===== config.mk =====
export PLATFORM = sky130hd
export DESIGN_NAME = operand_fetch_stage_flat
export DESIGN_NICKNAME = d
export VERILOG_FILES = /design/src/rtl/operand_fetch_if.sv /design/src/rtl/operand_fetch_stage.sv /design/src/flat_wrapper.sv
export SDC_FILE = /design/constraint.sdc
export NUM_CORES = 1
export LEC_CHECK = 0
export ABC_AREA = 1
export CAP_MARGIN = 20
export CORE_ASPECT_RATIO = 0.75
export CORE_MARGIN = 2
export CORE_UTILIZATION = 45
export CTS_BUF_LIST = sky130_fd_sc_hd__clkbuf_4 sky130_fd_sc_hd__clkbuf_8
export DETAILED_ROUTE_END_ITERATION = 8
export GPL_TIMING_DRIVEN = 0
export PLACE_DENSITY = 0.95
export SYNTH_ARGS = -nofsm -noshare
export SYNTH_HDL_FRONTEND = slang
export SYNTH_SLANG_ARGS = --single-unit
export TNS_END_PERCENT = 10

===== constraint.sdc =====
create_clock -name clk -period 5 [get_ports clk]
set_input_delay 0.75 -clock clk [delete_from_list [all_inputs] [get_ports clk]]
set_output_delay 0.75 -clock clk [all_outputs]
set_load 0.01 [all_outputs]

===== src/rtl/operand_fetch_if.sv =====
// Decode-to-EX handshake bundle for the operand fetch stage.
// The stage itself uses the slave modport; the decode/EX environment uses master.
interface operand_fetch_if #(
    parameter int XLEN = 32
);
    logic            in_valid;
    logic            in_ready;
    logic [4:0]      in_rs1;
    logic [4:0]      in_rs2;
    logic [4:0]      in_rd;
    logic            in_is_load;
    logic [XLEN-1:0] in_pc;

    logic            out_valid;
    logic            out_ready;
    logic [XLEN-1:0] out_op1;
    logic [XLEN-1:0] out_op2;
    logic [XLEN-1:0] out_pc;
    logic [4:0]      out_rd;
    logic            out_is_load;

    modport master (
        output in_valid, in_rs1, in_rs2, in_rd, in_is_load, in_pc, out_ready,
        input  in_ready, out_valid, out_op1, out_op2, out_pc, out_rd, out_is_load
    );

    modport slave (
        input  in_valid, in_rs1, in_rs2, in_rd, in_is_load, in_pc, out_ready,
        output in_ready, out_valid, out_op1, out_op2, out_pc, out_rd, out_is_load
    );
endinterface


===== src/rtl/operand_fetch_stage.sv =====
// Operand fetch: issues RF reads, resolves EX/MEM RAW hazards, hands operands to EX.
// Define OPERAND_FWD_EN for forwarding with load-use stalls; otherwise any EX/MEM match stalls.
module operand_fetch_stage #(
    parameter int XLEN = 32
) (
    input  logic            clk,
    input  logic            rst,
    input  logic            flush,
    operand_fetch_if.slave  bus,
    output logic [4:0]      rf_rs1,
    output logic [4:0]      rf_rs2,
    input  logic [XLEN-1:0] rf_out1,
    input  logic [XLEN-1:0] rf_out2,
    input  logic            ex_we,
    input  logic            ex_is_load,
    input  logic [4:0]      ex_rd,
    input  logic [XLEN-1:0] ex_result,
    input  logic            mem_we,
    input  logic [4:0]      mem_rd,
    input  logic [XLEN-1:0] mem_result,
    output logic            hazard_stall
);

    typedef enum logic [1:0] {IDLE, READ, STALL, VALID} state_t;

    state_t          state;
    logic [4:0]      rs1_p0;
    logic [4:0]      rs2_p0;
    logic [4:0]      rd_p0;
    logic            is_load_p0;
    logic [XLEN-1:0] pc_p0;

    logic            accept;
    logic            ex_hit1, ex_hit2, mem_hit1, mem_hit2;
    logic            stall_req;
    logic [XLEN-1:0] op1_sel, op2_sel;

    assign bus.in_ready = !rst && !flush &&
                          ((state == IDLE) || ((state == VALID) && bus.out_ready));
    assign accept       = bus.in_valid && bus.in_ready;

    // Re-issuing the latched indices keeps rf_out pointing at the held instruction.
    assign rf_rs1 = bus.in_ready ? bus.in_rs1 : rs1_p0;
    assign rf_rs2 = bus.in_ready ? bus.in_rs2 : rs2_p0;

    assign ex_hit1  = (rs1_p0 != 5'd0) && ex_we  && (ex_rd  == rs1_p0);
    assign ex_hit2  = (rs2_p0 != 5'd0) && ex_we  && (ex_rd  == rs2_p0);
    assign mem_hit1 = (rs1_p0 != 5'd0) && mem_we && (mem_rd == rs1_p0);
    assign mem_hit2 = (rs2_p0 != 5'd0) && mem_we && (mem_rd == rs2_p0);

`ifdef OPERAND_FWD_EN
    assign stall_req = ex_is_load && (ex_hit1 || ex_hit2);
    assign op1_sel   = ex_hit1 ? ex_result : (mem_hit1 ? mem_result : rf_out1);
    assign op2_sel   = ex_hit2 ? ex_result : (mem_hit2 ? mem_result : rf_out2);
`else
    logic unused_fwd;
    assign unused_fwd = ^{ex_is_load, ex_result, mem_result};
    assign stall_req  = ex_hit1 || ex_hit2 || mem_hit1 || mem_hit2;
    assign op1_sel    = rf_out1;
    assign op2_sel    = rf_out2;
`endif

    // Stage p0: instruction fields held from accept until the next accept
    always_ff @(posedge clk) begin
        if (accept) begin
            rs1_p0     <= bus.in_rs1;
            rs2_p0     <= bus.in_rs2;
            rd_p0      <= bus.in_rd;
            is_load_p0 <= bus.in_is_load;
            pc_p0      <= bus.in_pc;
        end
    end

    // Stage p1: control FSM with registered operand outputs to EX
    always_ff @(posedge clk) begin
        if (rst) begin
            state           <= IDLE;
            bus.out_valid   <= 1'b0;
            bus.out_op1     <= '0;
            bus.out_op2     <= '0;
            bus.out_pc      <= '0;
            bus.out_rd      <= '0;
            bus.out_is_load <= 1'b0;
            hazard_stall    <= 1'b0;
        end else if (flush) begin
            state         <= IDLE;
            bus.out_valid <= 1'b0;
            hazard_stall  <= 1'b0;
        end else begin
            hazard_stall <= 1'b0;
            case (state)
                IDLE: begin
                    if (accept) state <= READ;
                end
                READ: begin
                    if (stall_req) begin
                        state        <= STALL;
                        hazard_stall <= 1'b1;
                    end else begin
                        state           <= VALID;
                        bus.out_valid   <= 1'b1;
                        bus.out_op1     <= op1_sel;
                        bus.out_op2     <= op2_sel;
                        bus.out_pc      <= pc_p0;
                        bus.out_rd      <= rd_p0;
                        bus.out_is_load <= is_load_p0;
                    end
                end
                STALL: state <= READ;
                VALID: begin
                    if (bus.out_ready) begin
                        bus.out_valid <= 1'b0;
                        state         <= accept ? READ : IDLE;
                    end
                end
                default: state <= IDLE;
            endcase
        end
    end

endmodule


===== src/flat_wrapper.sv =====
// flat-port wrapper written by rule: the top's interface ports become plain ports
module operand_fetch_stage_flat 
#(
    parameter int XLEN = 32
)
  (clk, rst, flush, rf_rs1, rf_rs2, rf_out1, rf_out2, ex_we, ex_is_load, ex_rd, ex_result, mem_we, mem_rd, mem_result, hazard_stall, bus_in_valid, bus_in_rs1, bus_in_rs2, bus_in_rd, bus_in_is_load, bus_in_pc, bus_out_ready, bus_in_ready, bus_out_valid, bus_out_op1, bus_out_op2, bus_out_pc, bus_out_rd, bus_out_is_load);
  operand_fetch_if #(.XLEN(XLEN)) bus_i ();
  input  logic clk;
  input  logic rst;
  input  logic flush;
  output logic [4:0] rf_rs1;
  output logic [4:0] rf_rs2;
  input  logic [XLEN-1:0] rf_out1;
  input  logic [XLEN-1:0] rf_out2;
  input  logic ex_we;
  input  logic ex_is_load;
  input  logic [4:0] ex_rd;
  input  logic [XLEN-1:0] ex_result;
  input  logic mem_we;
  input  logic [4:0] mem_rd;
  input  logic [XLEN-1:0] mem_result;
  output logic hazard_stall;
  input wire logic [$bits(bus_i.in_valid)-1:0] bus_in_valid;
  input wire logic [$bits(bus_i.in_rs1)-1:0] bus_in_rs1;
  input wire logic [$bits(bus_i.in_rs2)-1:0] bus_in_rs2;
  input wire logic [$bits(bus_i.in_rd)-1:0] bus_in_rd;
  input wire logic [$bits(bus_i.in_is_load)-1:0] bus_in_is_load;
  input wire logic [$bits(bus_i.in_pc)-1:0] bus_in_pc;
  input wire logic [$bits(bus_i.out_ready)-1:0] bus_out_ready;
  output wire logic [$bits(bus_i.in_ready)-1:0] bus_in_ready;
  output wire logic [$bits(bus_i.out_valid)-1:0] bus_out_valid;
  output wire logic [$bits(bus_i.out_op1)-1:0] bus_out_op1;
  output wire logic [$bits(bus_i.out_op2)-1:0] bus_out_op2;
  output wire logic [$bits(bus_i.out_pc)-1:0] bus_out_pc;
  output wire logic [$bits(bus_i.out_rd)-1:0] bus_out_rd;
  output wire logic [$bits(bus_i.out_is_load)-1:0] bus_out_is_load;
  assign bus_i.in_valid = bus_in_valid;
  assign bus_i.in_rs1 = bus_in_rs1;
  assign bus_i.in_rs2 = bus_in_rs2;
  assign bus_i.in_rd = bus_in_rd;
  assign bus_i.in_is_load = bus_in_is_load;
  assign bus_i.in_pc = bus_in_pc;
  assign bus_i.out_ready = bus_out_ready;
  assign bus_in_ready = bus_i.in_ready;
  assign bus_out_valid = bus_i.out_valid;
  assign bus_out_op1 = bus_i.out_op1;
  assign bus_out_op2 = bus_i.out_op2;
  assign bus_out_pc = bus_i.out_pc;
  assign bus_out_rd = bus_i.out_rd;
  assign bus_out_is_load = bus_i.out_is_load;
  operand_fetch_stage #(.XLEN(XLEN)) u_core (.clk(clk), .rst(rst), .flush(flush), .bus(bus_i), .rf_rs1(rf_rs1), .rf_rs2(rf_rs2), .rf_out1(rf_out1), .rf_out2(rf_out2), .ex_we(ex_we), .ex_is_load(ex_is_load), .ex_rd(ex_rd), .ex_result(ex_result), .mem_we(mem_we), .mem_rd(mem_rd), .mem_result(mem_result), .hazard_stall(hazard_stall));
endmodule

==> results.md <==
* CP Capture Type: output pin
* Hold Startpoint: u_core.pc_p0[15]
* Post-Synthesis Cells at 841
* Mapped cell area at 6294 sq um
* Resize count post-CTS at 0
* Vias in the first global route at 5,720
* Synth top area cells: dfxtp_1 34%, edfxtp_1 23%, nand2_1 16%
* Setup-failing EPs final at 0
* Critical path class: in2out
* Drt via density at 4.559
* Max-cap violations at 0
* RR Startpoint: u_core.rs2_p0[4]
* Routed WL at 17,250 um
* Total negative setup slack at 0 ns
* RSZ-0062 raised after global routing: no
* Most common cell after layout, fill and taps aside: nand2_1
* Relative slew slack at 0.5040
* Yosys cell types at 18
* CTS tree: done
* Commonest non-fill, non-tap cells in the layout: 265 x nand2_1, 243 x clkdlybuf4s50_1, 226 x nor2_1
* Final GP Congestion at 0.8797
* CTS sink cnt at 154
* Initial DRC count at 339
* Core ar. at 13,700 sq um
* Hold_buf cts at 0
* Syn. warnings at 0
* Static Leak at 0.004427 uW
* Initial antenna violation count at 1
* Clk Latency, worst-skew pair at 0.44 ns
* Final Slew Violations at 0
* Clock-pin slew on the worst setup and hold paths at 0.09 ns
* H-Tree Depth at 4
* Die width at 140.6 um
* Overall Global Routing Usage at 0.2309
* DRC viols at 0
* Power Density at 278.0 nW/um^2
* Syn nets at 1,035
* Die area at 14,960 sq um
* Synthesized area per cell at 7.483 sq um
* Num ports at 309
* Final worst setup slack at 1.438 ns
* Setup slack at placement at 1.468 ns
* Largest net degree at the start of global routing at 35
* FF+latch count, synth at 154
* Pwr Total at 2617 uW
* Sequential share of the synthesized area at 0.5662
* Die Ht at 106.4 um
* Worst path arrival time at 2.81 ns
* Max Root-Sink Buffers at 2
* Grt total ovfl at 0
* First-pass GRT wire length at 27,380 um
* Initial core utilization at 0.4593
* NumNets Final at 1,298
* Crit-path max FO at 10
* IO Port Bufs at 243
* Antenna-violating nets left at 0
* Post-synth top area cell: dfxtp_1
* Layout cells sized above 1 at 0.05640
* Post-CTS Setup Bufs at 0
* Post-layout util at 0.6870
* Final Critical Period at 3.562 ns
* Outcome: finished, final reports clean
* CTS Buf Count at 17
* Worst EP required at 4.25 ns
* Synth top area share at 0.3372
* Root Buffer: clkbuf_8
* Endpoints failing hold at 0
* TritonRoute pass-1 iters at 5
* P&R area growth vs syn at 49.58%
* Per-cell routed wire length at 13.34 um
* Fillers at 1,046
* Worst Clk Skew at 0.01564 ns
* Worst hold margin at 0.4790 ns
* VDD IR-drop max at 0.2083 mV
* Via count at 5,895
* Actual slew at the worst max-slew pin at 0.7439 ns
* Crit path launch: bus_out_ready
* Period utilisation layout at 0.7124
* Detail Placement HPWL at 12,780 um
* # rows at 37
* Critical Path Source Type: input pin
* Max frequency at 280.7 MHz
* Hold WC Path Type: reg2reg
==> cells in the mapped netlist (all sizes together) <==
cell / n
nand2: 265
inv: 128
nand3: 7
dfxtp: 106
o22ai: 1
buf: 22
o21ai: 18
edfxtp: 48
nor3: 2
a21oi: 2
clkbuf: 13
nand4: 1
nor2: 227
xor2: 1
==> metal layers <==
layer,vias to the layer above,wire [um],track usage
met5,-,0,0
met2,208,8463,0.3988
met3,20,1342,0.07658
li1,2999,-,-
met4,0,257,0.07143
met1,2668,7188,0.2747
==> metrics by stage <==
stage / std cells / instance area [sq um]
2_1_floorplan: 841 / 6294
3_3_place_gp: 1259 / 8945
3_5_place_dp: 1260 / 8972
4_1_cts: 1292 / 9412
5_1_grt: 1293 / 9414
6_report: 1293 / 9414
==> area by class of cell <==
type | count | area (sq um) | share of cell area
inverter | 128 | 480.5 | 0.05104
tap | 175 | 219.0 | 0.02326
clock inverter | 15 | 205.2 | 0.02180
antenna | 1 | 2.502 | 0.0002658
clock buffer | 17 | 234.0 | 0.02485
timing repair buffer | 244 | 2452 | 0.2605
sequential | 154 | 3563 | 0.3785
buffer | 35 | 230.2 | 0.02446
multi-input combinational | 524 | 2027 | 0.2153
==> state kept, by name (all words and copies together), names as in the netlist <==
register and count:
u_core.rs1_p0 5, u_core.bus.out_is_load 1, u_core.pc_p0 32, u_core.state 2, u_core.hazard_stall 1, u_core.rd_p0 5, u_core.bus.out_op2 32, u_core.bus.out_valid 1
u_core.bus.out_pc 32, u_core.rs2_p0 5, u_core.is_load_p0 1, u_core.bus.out_op1 32, u_core.bus.out_rd 5
==> kinds of logic (layout without fill, tap and decap cells) <==
family | after synthesis | count (layout) | share of synthesized area
simple gates | 502 | 502 | 0.3026
xor+xnor | 1 | 1 | 0.001392
buf+inv | 163 | 439 | 0.1129
flops | 154 | 154 | 0.5662
compound gates | 21 | 21 | 0.01690
other cells | 0 | 1 | 0
==> power by group <==
| part | leakage (uW) | total, uW | switching (uW) | internal, uW |
|---|---|---|---|---|
| Clock | 0.000220 | 1030 | 511 | 515 |
| Combinational | 0.00291 | 262 | 110 | 153 |
| Sequential | 0.00130 | 1330 | 13.0 | 1320 |
| Total | 0.00443 | 2620 | 633 | 1980 |
==> worst max-delay path: stages <==
cell and delay, ns:
clkdlybuf4s50_1 0.49, nand2_1 0.07, o21ai_0 0.09, nand2_1 0.15
inv_1 0.11, clkbuf_1 0.38, nand2_1 0.09, o21ai_0 0.11
clkdlybuf4s50_1 0.57
==> worst paths after layout <==
check	to	slack, ns	cells past startpoint
setup / recovery	rf_rs1[1]	1.44	9
hold / removal	u_core.bus.out_pc[15]	0.48	2
hold reg to reg	u_core.bus.out_pc[15]	0.48	2
setup reg to reg	u_core.bus.out_rd[3]	3.03	12
(Power assumes the default switching activity.)
